File: src/rtl/t05_huff_pkg.sv
// rtl/t05_huff_pkg.sv - shared constants and state encoding for the Huffman tree stage
package t05_huff_pkg;

    localparam int ADDR_W     = 9;
    localparam int DATA_W     = 64;
    localparam int LEAF_N     = 128;
    localparam int MAX_MERGES = 127;

    // Merged tree nodes are allocated upward from here, right after the leaves
    localparam logic [ADDR_W-1:0] NODE_BASE = ADDR_W'(LEAF_N);

    typedef enum logic [2:0] {
        S_IDLE,
        S_CLEAR,
        S_READ,
        S_DRAIN,
        S_BUILD,
        S_DONE
    } state_t;

endpackage

File: src/rtl/t05_flv_sequencer_if.sv
// rtl/t05_flv_sequencer_if.sv - memory port, finder stream and tree builder handshake bundle
interface t05_flv_sequencer_if;
    import t05_huff_pkg::*;

    logic              mem_req;
    logic              mem_we;
    logic [ADDR_W-1:0] mem_addr;
    logic [DATA_W-1:0] mem_wdata;
    logic              mem_ack;
    logic [DATA_W-1:0] mem_rdata;

    logic              flv_clr;
    logic              flv_valid;
    logic [ADDR_W-1:0] flv_index;
    logic [DATA_W-1:0] flv_value;

    logic              ht_start;
    logic              ht_done;
    logic              ht_wr_req;
    logic [ADDR_W-1:0] ht_wr_addr;
    logic [DATA_W-1:0] ht_wr_data;
    logic              ht_wr_gnt;

    modport master (
        output mem_req, mem_we, mem_addr, mem_wdata,
        input  mem_ack, mem_rdata,
        output flv_clr, flv_valid, flv_index, flv_value,
        output ht_start, ht_wr_gnt,
        input  ht_done, ht_wr_req, ht_wr_addr, ht_wr_data
    );

    modport slave (
        input  mem_req, mem_we, mem_addr, mem_wdata,
        output mem_ack, mem_rdata,
        input  flv_clr, flv_valid, flv_index, flv_value,
        input  ht_start, ht_wr_gnt,
        output ht_done, ht_wr_req, ht_wr_addr, ht_wr_data
    );

endinterface

File: src/rtl/t05_mem_port_mux.sv
// rtl/t05_mem_port_mux.sv - owner select of the shared memory port between scan reads and tree writes
module t05_mem_port_mux
    import t05_huff_pkg::*;
(
    input  logic              build,
    input  logic              scan_req,
    input  logic [ADDR_W-1:0] scan_addr,
    input  logic              wr_req,
    input  logic [ADDR_W-1:0] wr_addr,
    input  logic [DATA_W-1:0] wr_data,
    input  logic              ack,
    output logic              req,
    output logic              we,
    output logic [ADDR_W-1:0] addr,
    output logic [DATA_W-1:0] wdata,
    output logic              wr_gnt
);

    // Outside BUILD the builder sees no grant, so its write simply waits
    always_comb begin
        req    = build ? wr_req : scan_req;
        we     = build;
        addr   = build ? wr_addr : (scan_req ? scan_addr : '0);
        wdata  = build ? wr_data : '0;
        wr_gnt = build & wr_req & ack;
    end

endmodule

File: src/rtl/t05_flv_sequencer.sv
// rtl/t05_flv_sequencer.sv - repeated least-pair scan sequencer driving the finder and tree builder
module t05_flv_sequencer
    import t05_huff_pkg::*;
(
    input  logic                clk,
    input  logic                nrst,
    input  logic                start,
    t05_flv_sequencer_if.master bus,
    output logic                busy,
    output logic                htree_complete,
    output logic [7:0]          merge_cnt,
    output logic                err
);

    state_t            state, state_nxt;
    logic [ADDR_W-1:0] idx;
    logic [ADDR_W-1:0] last_idx;
    logic [1:0]        live_cnt;
    logic              scan_req;
    logic              build;
    logic              scan_ack;
    logic              last_merge;

    // Each merge appends one node, so every pass scans one entry further
    assign last_idx       = NODE_BASE - ADDR_W'(1) + {{(ADDR_W-8){1'b0}}, merge_cnt};
    assign scan_ack       = (state == S_READ) && bus.mem_ack;
    assign last_merge     = (merge_cnt == 8'(MAX_MERGES - 1));
    assign busy           = (state != S_IDLE) && (state != S_DONE);
    assign htree_complete = (state == S_DONE);

    always_ff @(posedge clk or negedge nrst) begin
        if (!nrst) state <= S_IDLE;
        else       state <= state_nxt;
    end

    always_comb begin
        state_nxt    = state;
        bus.flv_clr  = 1'b0;
        bus.ht_start = 1'b0;
        scan_req     = 1'b0;
        build        = 1'b0;
        case (state)
            S_IDLE, S_DONE: if (start) state_nxt = S_CLEAR;
            S_CLEAR: begin
                bus.flv_clr = 1'b1;
                state_nxt   = S_READ;
            end
            S_READ: begin
                scan_req = 1'b1;
                if (bus.mem_ack && idx == last_idx) state_nxt = S_DRAIN;
            end
            S_DRAIN: begin
                if (live_cnt >= 2'd2) begin
                    bus.ht_start = 1'b1;
                    state_nxt    = S_BUILD;
                end else begin
                    state_nxt = S_DONE;
                end
            end
            S_BUILD: begin
                build = 1'b1;
                if (bus.ht_done) state_nxt = last_merge ? S_DONE : S_CLEAR;
            end
            default: state_nxt = S_IDLE;
        endcase
    end

    always_ff @(posedge clk or negedge nrst) begin
        if (!nrst) begin
            idx           <= '0;
            live_cnt      <= '0;
            merge_cnt     <= '0;
            err           <= 1'b0;
            bus.flv_valid <= 1'b0;
            bus.flv_index <= '0;
            bus.flv_value <= '0;
        end else begin
            bus.flv_valid <= 1'b0;
            case (state)
                S_IDLE, S_DONE: begin
                    if (start) begin
                        merge_cnt <= '0;
                        err       <= 1'b0;
                    end
                end
                S_CLEAR: begin
                    idx      <= '0;
                    live_cnt <= '0;
                end
                S_READ: begin
                    if (scan_ack) begin
                        bus.flv_valid <= 1'b1;
                        bus.flv_index <= idx;
                        bus.flv_value <= bus.mem_rdata;
                        if (bus.mem_rdata != '0 && live_cnt != 2'd3) live_cnt <= live_cnt + 2'd1;
                        if (idx != last_idx) idx <= idx + ADDR_W'(1);
                    end
                end
                S_BUILD: begin
                    if (bus.ht_done) begin
                        merge_cnt <= merge_cnt + 8'd1;
                        if (last_merge) err <= 1'b1;
                    end
                end
                default: ;
            endcase
        end
    end

    t05_mem_port_mux u_mux (
        .build     (build),
        .scan_req  (scan_req),
        .scan_addr (idx),
        .wr_req    (bus.ht_wr_req),
        .wr_addr   (bus.ht_wr_addr),
        .wr_data   (bus.ht_wr_data),
        .ack       (bus.mem_ack),
        .req       (bus.mem_req),
        .we        (bus.mem_we),
        .addr      (bus.mem_addr),
        .wdata     (bus.mem_wdata),
        .wr_gnt    (bus.ht_wr_gnt)
    );

endmodule

File: src/flat_wrapper.sv
// flat-port wrapper written by rule: the top's interface ports become plain ports
module t05_flv_sequencer_flat import t05_huff_pkg::*;
  (clk, nrst, start, busy, htree_complete, merge_cnt, err, bus_mem_req, bus_mem_we, bus_mem_addr, bus_mem_wdata, bus_mem_ack, bus_mem_rdata, bus_flv_clr, bus_flv_valid, bus_flv_index, bus_flv_value, bus_ht_start, bus_ht_wr_gnt, bus_ht_done, bus_ht_wr_req, bus_ht_wr_addr, bus_ht_wr_data);
  t05_flv_sequencer_if bus_i ();
  input  logic clk;
  input  logic nrst;
  input  logic start;
  output logic busy;
  output logic htree_complete;
  output logic [7:0] merge_cnt;
  output logic err;
  output wire logic [$bits(bus_i.mem_req)-1:0] bus_mem_req;
  output wire logic [$bits(bus_i.mem_we)-1:0] bus_mem_we;
  output wire logic [$bits(bus_i.mem_addr)-1:0] bus_mem_addr;
  output wire logic [$bits(bus_i.mem_wdata)-1:0] bus_mem_wdata;
  input wire logic [$bits(bus_i.mem_ack)-1:0] bus_mem_ack;
  input wire logic [$bits(bus_i.mem_rdata)-1:0] bus_mem_rdata;
  output wire logic [$bits(bus_i.flv_clr)-1:0] bus_flv_clr;
  output wire logic [$bits(bus_i.flv_valid)-1:0] bus_flv_valid;
  output wire logic [$bits(bus_i.flv_index)-1:0] bus_flv_index;
  output wire logic [$bits(bus_i.flv_value)-1:0] bus_flv_value;
  output wire logic [$bits(bus_i.ht_start)-1:0] bus_ht_start;
  output wire logic [$bits(bus_i.ht_wr_gnt)-1:0] bus_ht_wr_gnt;
  input wire logic [$bits(bus_i.ht_done)-1:0] bus_ht_done;
  input wire logic [$bits(bus_i.ht_wr_req)-1:0] bus_ht_wr_req;
  input wire logic [$bits(bus_i.ht_wr_addr)-1:0] bus_ht_wr_addr;
  input wire logic [$bits(bus_i.ht_wr_data)-1:0] bus_ht_wr_data;
  assign bus_mem_req = bus_i.mem_req;
  assign bus_mem_we = bus_i.mem_we;
  assign bus_mem_addr = bus_i.mem_addr;
  assign bus_mem_wdata = bus_i.mem_wdata;
  assign bus_i.mem_ack = bus_mem_ack;
  assign bus_i.mem_rdata = bus_mem_rdata;
  assign bus_flv_clr = bus_i.flv_clr;
  assign bus_flv_valid = bus_i.flv_valid;
  assign bus_flv_index = bus_i.flv_index;
  assign bus_flv_value = bus_i.flv_value;
  assign bus_ht_start = bus_i.ht_start;
  assign bus_ht_wr_gnt = bus_i.ht_wr_gnt;
  assign bus_i.ht_done = bus_ht_done;
  assign bus_i.ht_wr_req = bus_ht_wr_req;
  assign bus_i.ht_wr_addr = bus_ht_wr_addr;
  assign bus_i.ht_wr_data = bus_ht_wr_data;
  t05_flv_sequencer u_core (.clk(clk), .nrst(nrst), .start(start), .bus(bus_i), .busy(busy), .htree_complete(htree_complete), .merge_cnt(merge_cnt), .err(err));
endmodule
File: config.mk
export PLATFORM = sky130hd
export DESIGN_NAME = t05_flv_sequencer_flat
export DESIGN_NICKNAME = d
export VERILOG_FILES = /design/src/rtl/t05_huff_pkg.sv /design/src/rtl/t05_flv_sequencer_if.sv /design/src/rtl/t05_mem_port_mux.sv /design/src/rtl/t05_flv_sequencer.sv /design/src/flat_wrapper.sv
export SDC_FILE = /design/constraint.sdc
export NUM_CORES = 1
export LEC_CHECK = 0
export BUFFER_PORTS_ARGS = -buffer_cell sky130_fd_sc_hd__buf_4
export CAP_MARGIN = 10
export CORE_MARGIN = 1
export CORE_UTILIZATION = 30
export CTS_CLUSTER_DIAMETER = 40
export DETAILED_ROUTE_END_ITERATION = 12
export HOLD_SLACK_MARGIN = 0.08
export PLACE_DENSITY = 0.7
export SLEW_MARGIN = 15
export SYNTH_ARGS = -nofsm -noshare
export SYNTH_HDL_FRONTEND = slang
export SYNTH_SLANG_ARGS = --single-unit
File: constraint.sdc
create_clock -name clk -period 3.12 [get_ports clk]
set_clock_uncertainty 0.15 [all_clocks]
set_input_delay 0.936 -clock clk [delete_from_list [all_inputs] [get_ports clk]]
set_output_delay 0.936 -clock clk [all_outputs]
set_load 0.02 [all_outputs]
======== Yosys cells after proc, flatten, opt, wreduce, memory -nomap -nowiden ========
Cells that the tools add are included.
word-level totals
  register bits after elaboration ......... 97
  input port bits ......................... 143
  output and inout bits ................... 163
  word-level logic and storage cells ...... 78
cells by class
  add/subtract/negate cells ............... 4
  magnitude comparators ................... 1
  equal/unequal tests ..................... 17
  mux-type cells .......................... 30
  bitwise logic cells ..................... 2
  reduce and logical (&&, ||, !) cells .... 16
operator list
  kind                                                                     number
  64-bit two-way mux                                                       1
  64-bit nonzero test                                                      1
  9-bit two-way mux                                                        4
  9-bit case mux with 2 select lines                                       1
  8-bit two-way mux                                                        2
  8-bit case mux with 2 select lines                                       1
  3-bit case mux with 5 select lines                                       1
  1-bit two-way mux                                                        12
  3-bit two-way mux                                                        4
  2-bit inequality test, second input constant                             6
  3-bit AND reduction                                                      4
  7-bit by 8-bit adder with 9-bit output, first input constant             1
  9-bit by 1-bit adder with 9-bit output, second input constant            1
  9-bit == test                                                            1
  9-bit inequality test                                                    1
  8-bit by 1-bit adder with 8-bit output, second input constant            1
  8-bit by 7-bit == test with 1-bit output, second input constant          1
  3-bit by 2-bit == test with 1-bit output, second input constant          2
  3-bit == test, second input constant                                     2
  1-bit logical AND                                                        4
  2-bit two-way mux                                                        2
  2-bit by 1-bit inequality test with 1-bit output, second input constant  2
  2-bit case mux with 2 select lines                                       1
  4-bit AND reduction                                                      1
  11 further kinds                                                         13

======== Logic depth before layout (Yosys ltp) ========
Gate-level depths: netlist (run 1).
  depth in word-level cells ............... 5
  gate-level depth with buffers ........... 10

======== Modules after synthesis ========
A second synthesis (run 1) with hierarchy kept.
second synthesis, totals
  cells, all modules ...................... 451
  area, all modules ....................... 5077.4 sq um
modules (own cells, without submodules)
  module             times used  cells each  area an instance (sq um)
  t05_flv_sequencer  1           365         4524.3
  t05_mem_port_mux   1           86          553.0

======== Worst setup path before layout (run 1) ========
Ideal clock, no wire load.
  kind .................................... reg-to-reg
  from .................................... register u_core.merge_cnt[0]
  to ...................................... register u_core.idx[6]
  library setup time ...................... 0.066 ns
  arrival time ............................ 2.681 ns
  path slack .............................. 0.223 ns
  stages on the path, launching flop included .. 11
  path buffers ............................ 1
  cell sequence ........................... dfrtp_1 > inv_1 > ha_1 > or4b_4 > o31ai_1 > xor2_1 > o2111a_1 > and3_4 > buf_6 > or4_1 > nand2_1
on the way
  longest elaborated chain between the ends .. 4
ends and longest elaborated chain
  what                                    line                      RTL
  from (decl)                             t05_flv_sequencer.sv:11   output logic [7:0] merge_cnt,
  from (signal assigned)                  t05_flv_sequencer.sv:101  merge_cnt <= merge_cnt + 8'd1;
  7-bit by 8-bit adder with 9-bit output  t05_flv_sequencer.sv:25   assign last_idx = NODE_BASE - ADDR_W'(1) + {{(ADDR_W-8){1'b0}}, merge_cnt};
  9-bit inequality test                   t05_flv_sequencer.sv:96   if (idx != last_idx) idx <= idx + ADDR_W'(1);
  2-bit inequality test (no line)         -
  3-bit AND reduction (no line)           -
  to (signal assigned)                    t05_flv_sequencer.sv:96
  to (decl)                               t05_flv_sequencer.sv:16   logic [ADDR_W-1:0] idx;
No other way between the ends.
A chain may end at the register's enable or synchronous reset.

======== Worst setup path after layout (run 1) ========
  from .................................... register u_core.state[0]
  to ...................................... output bus_mem_wdata[17]
on the way
  longest elaborated chain between the ends .. 3
ends and longest elaborated chain
  what                    line                     RTL
  from (decl)             t05_flv_sequencer.sv:15  state_t state, state_nxt;
  from (signal assigned)  t05_flv_sequencer.sv:33  else state <= state_nxt;
  3-bit == test           t05_flv_sequencer.sv:42  case (state)
  1-bit two-way mux       t05_flv_sequencer.sv:42
  64-bit two-way mux      t05_mem_port_mux.sv:24   wdata = build ? wr_data : '0;
  to (decl)               flat_wrapper.sv:15       output wire logic [$bits(bus_i.mem_wdata)-1:0] bus_mem_wdata;
No other way between the ends.

==> results of run 1 <==
-- power groups by stage --
stage                     logic, W  clock network, W  registers (W)
after floorplan            0.00141                 0        0.00257
after global placement     0.00341                 0        0.00206
after CTS                  0.00344           0.00118        0.00207
after global routing       0.00365           0.00123        0.00213
final                      0.00341           0.00114        0.00207
after detailed placement   0.00343                 0        0.00207
-- state kept, by name, indices dropped and copies added (netlist names) --
register / flops
u_core.bus.flv_value: 64
u_core.bus.flv_index: 9
u_core.idx: 9
u_core.merge_cnt: 8
u_core.state: 3
u_core.live_cnt: 2
u_core.bus.flv_valid: 1
u_core.err: 1
-- routing by layer --
metal  vias up  wire [µm]  GRT usage  share of wire
met2       236       8720      0.355           0.52
met4         0        393     0.0811          0.023
li1       2170          -          -              -
met3        23       1520     0.0509          0.090
met5         -          0          0              0
met1      2190       6240      0.210           0.37
-- cell usage in the layout (no fill, tap or decap), types with 4 or more instances in the layout --
| master | netlist | final |
|---|---|---|
| sky130_fd_sc_hd__and2_1 | 66 | 66 |
| sky130_fd_sc_hd__or4_1 | 5 | 5 |
| sky130_fd_sc_hd__ha_1 | 6 | 5 |
| sky130_fd_sc_hd__dfrtp_1 | 97 | 97 |
| sky130_fd_sc_hd__o21ai_0 | 9 | 8 |
| sky130_fd_sc_hd__nor4_1 | 18 | 18 |
| sky130_fd_sc_hd__xor2_1 | 7 | 7 |
| sky130_fd_sc_hd__nand2b_1 | 4 | 4 |
| sky130_fd_sc_hd__clkbuf_16 | 0 | 9 |
| sky130_fd_sc_hd__nor3_1 | 5 | 5 |
| sky130_fd_sc_hd__nand4_1 | 10 | 10 |
| sky130_fd_sc_hd__mux2_2 | 74 | 74 |
| sky130_fd_sc_hd__nor2_1 | 18 | 17 |
| sky130_fd_sc_hd__xnor2_1 | 11 | 11 |
| sky130_fd_sc_hd__a21oi_1 | 6 | 6 |
| sky130_fd_sc_hd__inv_1 | 7 | 6 |
| sky130_fd_sc_hd__nand2_1 | 22 | 22 |
| sky130_fd_sc_hd__buf_4 | 2 | 314 |
| sky130_fd_sc_hd__nand3_1 | 7 | 7 |
| sky130_fd_sc_hd__a22o_1 | 9 | 9 |
-- worst paths after layout --
path | start | to | slack [ns] | cells past startpoint
worst max-delay path | u_core.state[0] | bus_mem_wdata[17] | 0.13 | 5
worst min-delay path | u_core.err | u_core.err | 0.34 | 2
worst max register to register | u_core.merge_cnt[1] | u_core.idx[7] | 0.19 | 9
worst min register to register | u_core.err | u_core.err | 0.34 | 2
max in group asynchronous | nrst | u_core.bus.flv_value[19] | 1.90 | 2
min in group asynchronous | nrst | u_core.bus.flv_index[6] | 0.44 | 2
-- critical path, delay by kind of cell, from the launching register on --
kind,cells,cell delay [ns]
buf+inv,3,0.46
flops,1,0.48
simple gates,2,0.59
-- area by class of cell --
| cell class | count | area [µm²] | share of cell area |
|---|---|---|---|
| repair buffers | 318 | 2430 | 0.311 |
| flip-flops and latches | 97 | 2430 | 0.310 |
| multi-input cells | 310 | 2360 | 0.302 |
| well taps | 216 | 270 | 0.0346 |
| clock buffers | 10 | 239 | 0.0306 |
| clock inverters | 5 | 62.6 | 0.00800 |
| inverters | 8 | 30.0 | 0.00384 |
-- stage by stage --
step / hold WS (ns) / utilization / cell area (µm²)
after detailed placement: 0.326 / 0.470 / 7510
after CTS: 0.341 / 0.488 / 7810
after global routing: 0.375 / 0.489 / 7820
after floorplan: 0.341 / - / 4940
final: 0.336 / 0.489 / 7820
after global placement: 0.318 / 0.470 / 7510
-- cells by family after synthesis --
| family | Yosys count |
|---|---|
| adders and majority gates | 6 |
| AOI/OAI and AO/OA | 44 |
| DFF | 97 |
| buffers and inverters | 37 |
| xor gates and xnor gates | 18 |
| muxes | 74 |
| and+or+nand+nor | 168 |
==> results, run 1 <==
- The run finished with clean final reports.
- The slew at the pin with the worst max-slew slack is 0.600 ns.
- The largest voltage drop on the vdd net is 0.000598 V.
- The clock tree synthesis step divided the H-tree into 3 levels.
- In this run, synthesis produced a sequential element count of 97.
- Entering global routing, the biggest net connects 98 pins.
- The number of enable flip-flop cells after synthesis is 0.
- The count of different cell masters after synthesis is 48.
- Of the total power, registers draw 0.312.
- The first global-routing pass estimated 24400 µm of wire.
- Each instance of the synthesized netlist takes up on average 11.1 µm².
- For this design the total switching power over the nets is 0.00260 W.
- The total inserted antenna cells is 0.
- After detailed routing, the number of remaining DRC violations is 0.
- The startpoint type of the worst setup path is a flop.
- Headroom to the max-slew limit came out at 0.597.
- The total overflow left after global routing is 0.
- The worst path needs 2.99 ns of the cycle, external delays included.
- The synthesized-area fraction occupied by ao, oa, aoi and oai cells is 0.0640.
- In this run, post-CTS repair resized a total of 0 instances.
- Of the total power, the share spent switching nets is 0.393.
- The synthesized instance count is 444.
- The wire-length estimate of the detail-placed layout is 13000 µm.
- The area of the core is 16000 µm².
- In this run the static leakage power is 3.87 nW.
- STA puts the critical path data arrival time at 1.90 ns.
- After routing, the total negative slack on setup checks comes to 0 ns.
- The number of maximum-capacitance violations is 0.
- Of the post-synthesis cell area, the dominant cell type holds 0.491.
- The design draws 0.00662 W.
- Among all flip-flop cells after synthesis, the most frequent one is sky130_fd_sc_hd__dfrtp_1.
- The kind of end point of the critical path is a primary output.
- The routed wire length is 16900 µm.
- Sorting the synthesized cells by area gives the leading types as sky130_fd_sc_hd__dfrtp_1 (49%), sky130_fd_sc_hd__mux2_2 (17%), sky130_fd_sc_hd__and2_1 (8.4%), sky130_fd_sc_hd__nor4_1 (2.3%), sky130_fd_sc_hd__xnor2_1 (1.9%).
- In the finished design, the share of the clock period the worst path needs comes to 0.958.
- The post-synthesis sequential area ratio is 0.491.
- Setup violations remaining at the end of the flow were counted as 0.
- The combinational fraction of design power is 0.515.
- The standard-cell row count is 46.
- The category of the most critical setup path is flop to primary output.
- The path class of the lowest-slack min-delay path is flop to flop.
- The total CTS buffers is 9.
- The final instance count without filler cells is 964.
- The count of port buffers added during placement is 305.
- The number of nets at the end of the flow is 893.
- The ratio of cells with drive above 1 in the final layout is 0.556.
- The setup slack after layout is 0.131 ns.
- Of the total synthesized cell area, the portion taken by XOR and XNOR cells is 0.0319.
- The buffer cell driving the clock tree root is sky130_fd_sc_hd__clkbuf_16.
- The first routing iteration left 138 violations.
- The number of sinks driven by the clock tree is 97.
- The final estimated routing congestion in global placement is 0.851.
- The number of vias in the routed layout is 4619.
- Summing every instance area after synthesis gives 4940 µm².
- The net count of the mapped netlist is 593.
- In this design, the stage delay of the slowest critical-path cell is 0.48 ns.
- From synthesis to final layout, the design area changed by 58.1%.
- Of the total synthesized cell area, the portion taken by full adders, half adders and majority gates is 0.0152.
- The proportion of register bits with asynchronous set or reset after synthesis is 1.00.
- The share of total power dissipated in the clock network is 0.173.
- The first TritonRoute pass finished after 4 iterations.
- By area, the combinational part of the netlist is dominated by simple AND/OR/NAND/NOR gates.
- In this run, post-CTS hold repair placed 0 buffers.
- The data required time at the worst endpoint is 2.03 ns.
- The width of the chip is 130 µm.
- Traced cell by cell, the critical path runs through or3b_1 > inv_2 > buf_12 > and2_1 > buf_4.
- The die is 130 µm tall.
- Fill cells in the final layout number 1472.
- The cell-internal power is 0.00402 W.
- The number of top-level design ports is 306.
- The fraction of synthesized area in multiplexers is 0.169.
- The number of antenna violations at the first check in global routing was 0.
- Timing would allow up to 0.335 GHz.
- After clock tree synthesis, the clock-pin slew on the worst setup and hold paths is 0.06 ns.
- The count of nets left with antenna violations once routing finished came out at 0.
- The CTS tree is built.
- After detailed placement, the design holds a cell count of 949.
- The number of buffers on the longest clock path is 2.
- Among all stages on the critical path, the largest delay is contributed by sky130_fd_sc_hd__dfrtp_1.
- In the global route stage, overall resource usage came out at 0.193.
- The highest fanout seen on the critical path is 50.
- The floorplan step defined a die boundary enclosing 17000 µm².
- In the final routed layout, each cell accounts on average for 17.5 µm.
- For this configuration, the core starts out at a cell density of 0.309.
- The detail-routed via count per cell is 4.79.
- The simple-gate share of the synthesized area is 0.196.
- The number of slew-limit violations in the final report is 0.
- The power per unit of standard cell area is 847 nW/µm².
- Among all cell types in the netlist, the one instantiated most often is sky130_fd_sc_hd__dfrtp_1.
- The clock latency at the later pin of the worst-skew pair is 0.35 ns.
- At the placement stage, the worst setup path has a slack of 0.203 ns.
- By count the netlist is led by sky130_fd_sc_hd__dfrtp_1 (97), sky130_fd_sc_hd__mux2_2 (74), sky130_fd_sc_hd__and2_1 (66).
- sky130_fd_sc_hd__dfrtp_1 takes more of the synthesized area than any other cell.
- The post-CTS repair timing setup buffer count is 0.
- The hold violation total from the final report is 0.
- The number of global-route vias before repair was 4600.
- Setup repair after global routing left no endpoint under its margin.
- The warning count from the yosys run is 0.
(Power assumes the default switching activity.)
==> run 2: changes to the inputs <==
--- a/config.mk
+++ b/config.mk
@@ -5,6 +5,7 @@
 export SDC_FILE = /design/constraint.sdc
 export NUM_CORES = 1
 export LEC_CHECK = 0
+export ABC_AREA = 1
 export BUFFER_PORTS_ARGS = -buffer_cell sky130_fd_sc_hd__buf_4
 export CAP_MARGIN = 10
 export CORE_MARGIN = 1
@@ -12,7 +13,7 @@
 export CTS_CLUSTER_DIAMETER = 40
 export DETAILED_ROUTE_END_ITERATION = 12
 export HOLD_SLACK_MARGIN = 0.08
-export PLACE_DENSITY = 0.7
+export PLACE_DENSITY = 0.69
 export SLEW_MARGIN = 15
 export SYNTH_ARGS = -nofsm -noshare
 export SYNTH_HDL_FRONTEND = slang
==> run 2 against run 1 <==
First-iteration DRC count up 99%. Non-clock buffer count is 6 lower. Sequential power fell by 5%. Die area increased by 7.4%. Global-route usage decreased by 1.5 points. Clock power about the same.
==> results, run 2 <==
- The number of buffers on the longest clock path came to 2 (unchanged).
- The number of sinks driven by the clock tree is 97 (unchanged).
- The global-route usage over all layers is 0.178 (was 0.193).
- The count of hold-fix buffers inserted at cts is 0 (unchanged).
- The power share of the clock group came to 0.191 (was 0.173).
- The slew at the pin with the worst max-slew slack is 0.483 ns (was 0.600 ns).
- The number of placed instances, taps included is 1245 (was 949).
- Outcome: complete, no violations (unchanged).
- The first-iteration detailed-routing DRC count is 275 (was 138).
- The number of nets at the end of the flow is 1180 (was 893).
- The residual overflow from global routing came to 0 (unchanged).
- The cell-internal power is 0.00349 W (was 0.00402 W).
- The largest area contributor in the synthesized netlist was sky130_fd_sc_hd__dfrtp_1 (unchanged).
- The largest register by flop count is u_core.bus.flv_value (unchanged).
- The most used standard cell by instance count after synthesis is sky130_fd_sc_hd__nand2_1 (was sky130_fd_sc_hd__dfrtp_1).
- The total negative slack for setup checks came to 0 ns (unchanged).
- The met2 track demand over resource was 0.291 (was 0.355).
- The largest voltage drop on the vdd net is 0.000394 V (was 0.000598 V).
- The met3 track demand over resource was 0.0372 (was 0.0509).
- The count of different cell masters after synthesis is 31 (was 48).
- Registers with the highest flip-flop counts: u_core.bus.flv_value: 64 flops, u_core.bus.flv_index: 9 flops, u_core.idx: 9 flops (unchanged).
- The switching fraction of total power was 0.421 (was 0.393).
- The number of antenna violations at the first check in global routing is 0 (unchanged).
- The synthesized area per cell is 7.19 µm² (was 11.1 µm²).
- The global-route wire length before repair came to 25200 µm (was 24400 µm).
- The layout overhead on the synthesized area came to 53.2% (was 58.1%).
- The detail-routed via count per cell is 4.37 (was 4.79).
- The share of Yosys cell area claimed by the top area cell type was 0.457 (was 0.491).
- The largest stage delay on the critical path came to 0.45 ns (was 0.48 ns).
- The final critical-path share of the clock period came to 0.886 (was 0.958).
- The data arrival at the endpoint of the critical path is 1.68 ns (was 1.90 ns).
- The total inserted antenna cells was 0 (unchanged).
- The initial cell density of the core was 0.307 (was 0.309).
- The routed length per instance is 13.2 µm (was 17.5 µm).
- The CTS tree is built (unchanged).
- The max-slew headroom at the worst pin is 0.678 (was 0.597).
- The maximum frequency from static timing analysis came to 0.362 GHz (was 0.335 GHz).
- The synthesized instance count came to 739 (was 444).
- The ratio of cells with drive above 1 in the final layout is 0.346 (was 0.556).
- The power per unit of standard cell area is 740 nW/µm² (was 847 nW/µm²).
- The part of the power in registers is 0.328 (was 0.312).
- Unrepaired setup endpoints after global routing: no (unchanged).
- The maximum number of pins on one net before global-route repair is 68 (was 98).
- The total of fill cells in the finished design is 1723 (was 1472).
- The post-DP HPWL was 13100 µm (was 13000 µm).
- The post-cts sizing count is 0 (unchanged).
- The number of global-route vias before repair is 4961 (was 4600).
- The final setup violation count is 0 (unchanged).
- The met1 capacity usage during global routing is 0.235 (was 0.210).
- The highest fanout seen on the critical path is 67 (was 50).
- The count of port buffers added during placement is 305 (unchanged).
- Worst path cell trace: nor2_1 > nand2_2 > buf_12 > o21ai_0 > buf_4 (was or3b_1 > inv_2 > buf_12 > and2_1 > buf_4).
- The standard-cell row count is 48 (was 46).
- The die extent in y is 135 µm (was 130 µm).
- The number of vias in the routed layout came to 5516 (was 4619).
- The combinational fraction of design power is 0.482 (was 0.515).
- The register bit total from synthesis is 97 (unchanged).
- The total die area is 18300 µm² (was 17000 µm²).
- The leading cell type in the layout, fill and taps excluded is sky130_fd_sc_hd__buf_4 (unchanged).
- The final instance count without filler cells was 1261 (was 964).
- The warning count from the yosys run is 0 (unchanged).
- The number of maximum-capacitance violations is 0 (unchanged).
- The buffer cell driving the clock tree root is sky130_fd_sc_hd__clkbuf_16 (unchanged).
- The data required time at the worst endpoint is 2.03 ns (about the same).
- The routed wire length is 16600 µm (was 16900 µm).
- The cell area after technology mapping came to 5320 µm² (was 4940 µm²).
- The total CTS buffers came to 9 (unchanged).
- The width of the chip is 135 µm (was 130 µm).
- The path class of the lowest-slack min-delay path is flop to flop (unchanged).
- The number of top-level design ports is 306 (unchanged).
- The first-pass iteration count of the detailed router was 4 (unchanged).
- The remaining routing DRC violations is 0 (unchanged).
- The count of H-tree levels built during CTS is 3 (unchanged).
- The area of the core was 17300 µm² (was 16000 µm²).
- The kind of end point of the critical path is a primary output (unchanged).
- The critical-path cell with the highest stage delay is sky130_fd_sc_hd__dfrtp_1 (unchanged).
- The hold violation total from the final report is 0 (unchanged).
- Ranking of synthesized cells by area: sky130_fd_sc_hd__dfrtp_1 (46%), sky130_fd_sc_hd__nand2_1 (15%), sky130_fd_sc_hd__inv_1 (8.9%), sky130_fd_sc_hd__nor2_1 (6.4%), sky130_fd_sc_hd__o21ai_1 (4.3%) (was sky130_fd_sc_hd__dfrtp_1 (49%), sky130_fd_sc_hd__mux2_2 (17%), sky130_fd_sc_hd__and2_1 (8.4%), sky130_fd_sc_hd__nor4_1 (2.3%), sky130_fd_sc_hd__xnor2_1 (1.9%)).
- The post-synthesis sequential area ratio came to 0.457 (was 0.491).
- The dominant synthesized flop cell is sky130_fd_sc_hd__dfrtp_1 (unchanged).
- The category of the most critical setup path is flop to primary output (unchanged).
- The post-CTS repair timing setup buffer count is 0 (unchanged).
- The net count of the mapped netlist is 888 (was 593).
- Most used cells in the layout excluding fill and tap cells: sky130_fd_sc_hd__buf_4 (308), sky130_fd_sc_hd__nand2_1 (218), sky130_fd_sc_hd__inv_1 (126), sky130_fd_sc_hd__dfrtp_1 (97), sky130_fd_sc_hd__nor2_1 (91) (was sky130_fd_sc_hd__buf_4 (314), sky130_fd_sc_hd__dfrtp_1 (97), sky130_fd_sc_hd__mux2_2 (74), sky130_fd_sc_hd__and2_1 (66), sky130_fd_sc_hd__nand2_1 (22)).
- The global-route layer with the greatest usage is met2 (unchanged).
- The proportion of register bits with asynchronous set or reset after synthesis is 1.00 (unchanged).
- The clock slew at the register clock pins of the worst setup and hold paths is 0.07 ns (was 0.06 ns).
- Synth cell count leaders: sky130_fd_sc_hd__nand2_1 (219), sky130_fd_sc_hd__inv_1 (126), sky130_fd_sc_hd__dfrtp_1 (97) (was sky130_fd_sc_hd__dfrtp_1 (97), sky130_fd_sc_hd__mux2_2 (74), sky130_fd_sc_hd__and2_1 (66)).
- The minimum clock period is 2.76 ns (was 2.99 ns).
- The startpoint type of the worst setup path is a flop (unchanged).
- The remaining antenna violation count after routing came to 0 (unchanged).
- The number of flip-flops under the largest register name is 64 (unchanged).
- The power dissipated by switching net loads was 0.00254 W (was 0.00260 W).
- The clock latency at the later pin of the worst-skew pair is 0.34 ns (was 0.35 ns).
- The final cell utilization of the core is 0.471 (was 0.489).
- The number of slew-limit violations in the final report is 0 (unchanged).
- The static power due to leakage came to 4.77 nW (was 3.87 nW).
- The final estimated routing congestion in global placement was 0.818 (was 0.851).
- The number of enable flip-flop cells after synthesis is 0 (unchanged).
[run 2: cell count changes after synthesis, moves of 10 or more]
| cell | change |
|---|---|
| sky130_fd_sc_hd__nand4_1 | +10 |
| sky130_fd_sc_hd__and2_1 | -66 |
| sky130_fd_sc_hd__nor2_1 | +73 |
| sky130_fd_sc_hd__inv_1 | +119 |
| sky130_fd_sc_hd__inv_2 | +10 |
| sky130_fd_sc_hd__nand2_1 | +197 |
| sky130_fd_sc_hd__o21ai_1 | +45 |
| sky130_fd_sc_hd__mux2_2 | -74 |
| sky130_fd_sc_hd__nand3_1 | +18 |
[run 2: cells by family after synthesis]
logic type,synth area share
flip-flops,0.457
XOR/XNOR,0.0198
buffers and inverters,0.128
AND/OR/NAND/NOR,0.312
AO/OA/AOI/OAI,0.0697
adder cells (fa/ha/maj),0.0141
[run 2: final timing paths]
check                                         from                        to  slack, ns  cells past startpoint
setup / recovery                   u_core.state[1]               bus_mem_req       0.36                      5
hold / removal             u_core.bus.flv_value[0]   u_core.bus.flv_value[0]       0.32                      2
setup reg to reg               u_core.merge_cnt[0]             u_core.idx[7]       0.78                     13
hold reg to reg            u_core.bus.flv_value[0]   u_core.bus.flv_value[0]       0.32                      2
max in group asynchronous                     nrst  u_core.bus.flv_value[51]       1.73                      2
min in group asynchronous                     nrst  u_core.bus.flv_value[33]       0.40                      1
[run 2: worst max-delay path: cells and delay by family, from the launching register on]
| family | cells | cell delay [ns] |
|---|---|---|
| compound gates | 1 | 0.20 |
| flops | 1 | 0.45 |
| simple gates | 2 | 0.31 |
| buf+inv | 2 | 0.37 |
[run 2: stage by stage]
stage / power (W) / area, µm² / hold slack (ns) / worst slack (ns)
6_report: 0.00602 / 8140 / 0.321 / 0.356
5_1_grt: 0.00644 / 8140 / 0.345 / 0.245
4_1_cts: 0.00610 / 8140 / 0.328 / 0.329
3_5_place_dp: 0.00492 / 7830 / 0.311 / 0.537
3_3_place_gp: 0.00486 / 7830 / 0.305 / 0.552
2_1_floorplan: 0.00360 / 5320 / 0.314 / 0.495
[run 2: power by group through the flow]
| stage | Clock [W] | Sequential, W | Combinational [W] |
|---|---|---|---|
| finish | 0.00115 | 0.00197 | 0.00290 |
| floorplan | 0 | 0.00247 | 0.00113 |
| detailed placement | 0 | 0.00200 | 0.00292 |
| global route | 0.00125 | 0.00202 | 0.00317 |
| global placement | 0 | 0.00198 | 0.00288 |
| CTS | 0.00119 | 0.00197 | 0.00293 |
[run 2: cell type report]
cell class              count  area [µm²]  area share
multi-input cells         473        2210       0.271
clock inverters             7        83.8      0.0103
flip-flops and latches     97        2430       0.298
well taps                 225         282      0.0346
repair buffers            312        2390       0.294
inverters                 138         522      0.0641
clock buffers               9         225      0.0277
[run 2: per-layer routing]
metal / up-vias / wire length [µm]
met5: - / 0
met4: 0 / 243
met3: 18 / 1180
met2: 213 / 7850
met1: 2457 / 7330
li1: 2828 / -
==> run 3: changes to the inputs <==
--- a/config.mk
+++ b/config.mk
@@ -7,13 +7,14 @@
 export LEC_CHECK = 0
 export ABC_AREA = 1
 export BUFFER_PORTS_ARGS = -buffer_cell sky130_fd_sc_hd__buf_4
-export CAP_MARGIN = 10
 export CORE_MARGIN = 1
 export CORE_UTILIZATION = 30
 export CTS_CLUSTER_DIAMETER = 40
 export DETAILED_ROUTE_END_ITERATION = 12
+export GPL_ROUTABILITY_DRIVEN = 0
 export HOLD_SLACK_MARGIN = 0.08
 export PLACE_DENSITY = 0.69
+export RECOVER_POWER = 25
 export SLEW_MARGIN = 15
 export SYNTH_ARGS = -nofsm -noshare
 export SYNTH_HDL_FRONTEND = slang
==> run 3 against run 2 <==
The run now ends with capacitance limit, slew limit left. Clock power barely moved. Sequential cell count unchanged. Critical path depth unchanged. Utilization hardly changed. First-iteration DRC count is 0.36% higher. Setup slack barely moved. Routed wire length grew 0.10%. Sequential power is essentially flat. Via count about the same. Hold slack about the same. Critical endpoint unchanged.
==> results, run 3 (same netlist as run 2, synthesis figures left out) <==
- The minimum clock period came to 2.76 ns (about the same).
- The total negative slack for setup checks is 0 ns (unchanged).
- The residual overflow from global routing is 0 (unchanged).
- The met1 capacity usage during global routing is 0.235 (unchanged).
- The die extent in y came to 135 µm (unchanged).
- The path class of the lowest-slack min-delay path is flop to flop (unchanged).
- Worst path cell trace: nor2_1 > nand2_2 > buf_12 > o21ai_0 > buf_4 (unchanged).
- The number of buffer and inverter instances along the worst setup path is 2 (unchanged).
- The data arrival at the endpoint of the critical path is 1.68 ns (about the same).
- The leading cell type in the layout, fill and taps excluded is sky130_fd_sc_hd__buf_4 (unchanged).
- The clock latency at the later pin of the worst-skew pair is 0.34 ns (about the same).
- The origin of the critical flop-to-flop path is u_core.merge_cnt[0] (unchanged).
- The first-iteration detailed-routing DRC count came to 276 (was 275).
- The global-route layer with the greatest usage was met2 (unchanged).
- The area of the core is 17300 µm² (unchanged).
- The total inserted antenna cells is 0 (unchanged).
- The detail-routed via count per cell is 4.37 (about the same).
- The slew at the pin with the worst max-slew slack is 2.03 ns (was 0.483 ns).
- The data required time at the worst endpoint was 2.03 ns (about the same).
- The number of buffers on the longest clock path came to 2 (unchanged).
- The minimum setup slack after placement is 0.537 ns (unchanged).
- The count of hold-fix buffers inserted at cts was 0 (unchanged).
- The placed instance area is 7830 µm² (unchanged).
- The post-DP HPWL was 13100 µm (unchanged).
- Unrepaired setup endpoints after global routing: no (unchanged).
- The area taken by flip-flops and latches is 2430 µm² (unchanged).
- The largest stage delay on the critical path is 0.45 ns (about the same).
- The power per unit of standard cell area is 740 nW/µm² (about the same).
- The post-CTS repair timing setup buffer count was 0 (unchanged).
- The count of H-tree levels built during CTS is 3 (unchanged).
- The final cell utilization of the core is 0.470 (was 0.471).
- The reg-to-reg critical path endpoint is u_core.idx[7] (unchanged).
- The buffer cell driving the clock tree root is sky130_fd_sc_hd__clkbuf_16 (unchanged).
- The kind of end point of the critical path is a primary output (unchanged).
- The total die area is 18300 µm² (unchanged).
- The largest register by flop count is u_core.bus.flv_value (unchanged).
- The number of nets at the end of the flow came to 1180 (unchanged).
- The total CTS buffers is 9 (unchanged).
- The count of port buffers added during placement is 305 (unchanged).
- The number of antenna violations at the first check in global routing is 0 (unchanged).
- The highest fanout seen on the critical path came to 67 (unchanged).
- The startpoint type of the worst setup path is a flop (unchanged).
- The number of vias in the routed layout is 5512 (was 5516).
- Outcome: complete, but fails checks (was complete, no violations).
- The max-slew headroom at the worst pin is -0.355 (was 0.678).
- The category of the most critical setup path is flop to primary output (unchanged).
- The global-route usage over all layers is 0.178 (unchanged).
- The hold violation total from the final report is 0 (unchanged).
- Most used cells in the layout excluding fill and tap cells: sky130_fd_sc_hd__buf_4 (307), sky130_fd_sc_hd__nand2_1 (218), sky130_fd_sc_hd__inv_1 (127), sky130_fd_sc_hd__dfrtp_1 (97), sky130_fd_sc_hd__nor2_1 (91) (was sky130_fd_sc_hd__buf_4 (308), sky130_fd_sc_hd__nand2_1 (218), sky130_fd_sc_hd__inv_1 (126), sky130_fd_sc_hd__dfrtp_1 (97), sky130_fd_sc_hd__nor2_1 (91)).
- The area of all placed cells without fillers is 8140 µm² (about the same).
- The maximum number of pins on one net before global-route repair is 68 (unchanged).
- The checks that failed: capacitance limit, slew limit.
- The routed length per instance is 13.2 µm (about the same).
- The post-cts sizing count is 0 (unchanged).
- The total of fill cells in the finished design is 1725 (was 1723).
- The launching element of the worst setup path is u_core.state[1] (unchanged).
- The setup slack after layout is 0.356 ns (about the same).
- The static power due to leakage came to 4.77 nW (about the same).
- The area occupied by multi-input gates came to 2210 µm² (unchanged).
- The routed wire length is 16600 µm (about the same).
- The worst-case register-to-register setup slack was 0.78 ns (about the same).
- The width of the chip is 135 µm (unchanged).
- The met3 track demand over resource was 0.0372 (unchanged).
- The number of flip-flops under the largest register name is 64 (unchanged).
- The number of sinks driven by the clock tree came to 97 (unchanged).
- The total design power is 0.00602 W (about the same).
- Registers with the highest flip-flop counts: u_core.bus.flv_value: 64 flops, u_core.bus.flv_index: 9 flops, u_core.idx: 9 flops (unchanged).
- The largest voltage drop on the vdd net came to 0.000388 V (was 0.000394 V).
- The end point of the most critical hold path was u_core.bus.flv_value[0] (unchanged).
- The final critical-path share of the clock period was 0.886 (about the same).
- The maximum frequency from static timing analysis is 0.362 GHz (about the same).
- The clock slew at the register clock pins of the worst setup and hold paths is 0.07 ns (about the same).
- The standard-cell row count is 48 (unchanged).
- The critical-path cell with the highest stage delay is sky130_fd_sc_hd__dfrtp_1 (unchanged).
- The met2 track demand over resource came to 0.291 (unchanged).
- The number of slew-limit violations in the final report is 37 (was 0).
- The CTS tree is built (unchanged).
- The number of global-route vias before repair was 4961 (unchanged).
- The remaining antenna violation count after routing is 0 (unchanged).
- The final setup violation count is 0 (unchanged).
- The number of cell instances on the worst register-to-register path was 13 (unchanged).
- The startpoint of the worst hold path is u_core.bus.flv_value[0] (unchanged).
- The number of maximum-capacitance violations is 1 (was 0).
- The number of top-level design ports is 306 (unchanged).
- The remaining routing DRC violations is 0 (unchanged).
- The number of stages on the worst hold path is 2 (unchanged).
- The first-pass iteration count of the detailed router came to 4 (unchanged).
- The kind of cell with the highest combined delay on the critical path is flip-flops (unchanged).
- The global-route wire length before repair is 25200 µm (unchanged).
- The layout overhead on the synthesized area was 53.1% (was 53.2%).
- The ratio of cells with drive above 1 in the final layout came to 0.344 (was 0.346).
- The initial cell density of the core is 0.307 (unchanged).
[run 3: worst max-delay path by stage]
stage,end,slack [ns],cells past startpoint
floorplan,bus_ht_wr_gnt,0.49,2
global placement,bus_ht_wr_gnt,0.55,4
detailed placement,bus_ht_wr_gnt,0.54,4
CTS,bus_mem_req,0.33,5
global route,u_core.bus.flv_value[51],0.13,2
finish,bus_mem_req,0.36,5
[run 3: final cells by class]
type	instances	area share
tap	225	0.0346
clock buffer	9	0.0277
sequential	97	0.298
clock inverter	7	0.0103
timing repair buffer	312	0.294
inverter	138	0.0641
multi-input combinational	473	0.272
[run 3: worst min-delay path, stage by stage, from the launching register on]
cell and delay [ns]:
sky130_fd_sc_hd__dfrtp_1 0.34, sky130_fd_sc_hd__nand2_1 0.05, sky130_fd_sc_hd__nand2_1 0.05
[run 3: routing by layer]
metal / vias up / routed length [µm]
met5: - / 0
met4: 0 / 216
met3: 16 / 1190
met2: 212 / 7890
met1: 2455 / 7330
li1: 2829 / -
[run 3: power breakdown]
part | total (W) | internal, W | switching [W]
clock network | 0.00115 | 0.000639 | 0.000511
registers | 0.00197 | 0.00170 | 0.000277
logic | 0.00290 | 0.00115 | 0.00175
[run 3: per-stage QoR]
stage,hold WS (ns),instances
after CTS,0.328,1261
after global placement,0.305,1245
after floorplan,0.314,739
after detailed placement,0.311,1245
final,0.321,1261
after global routing,0.345,1261
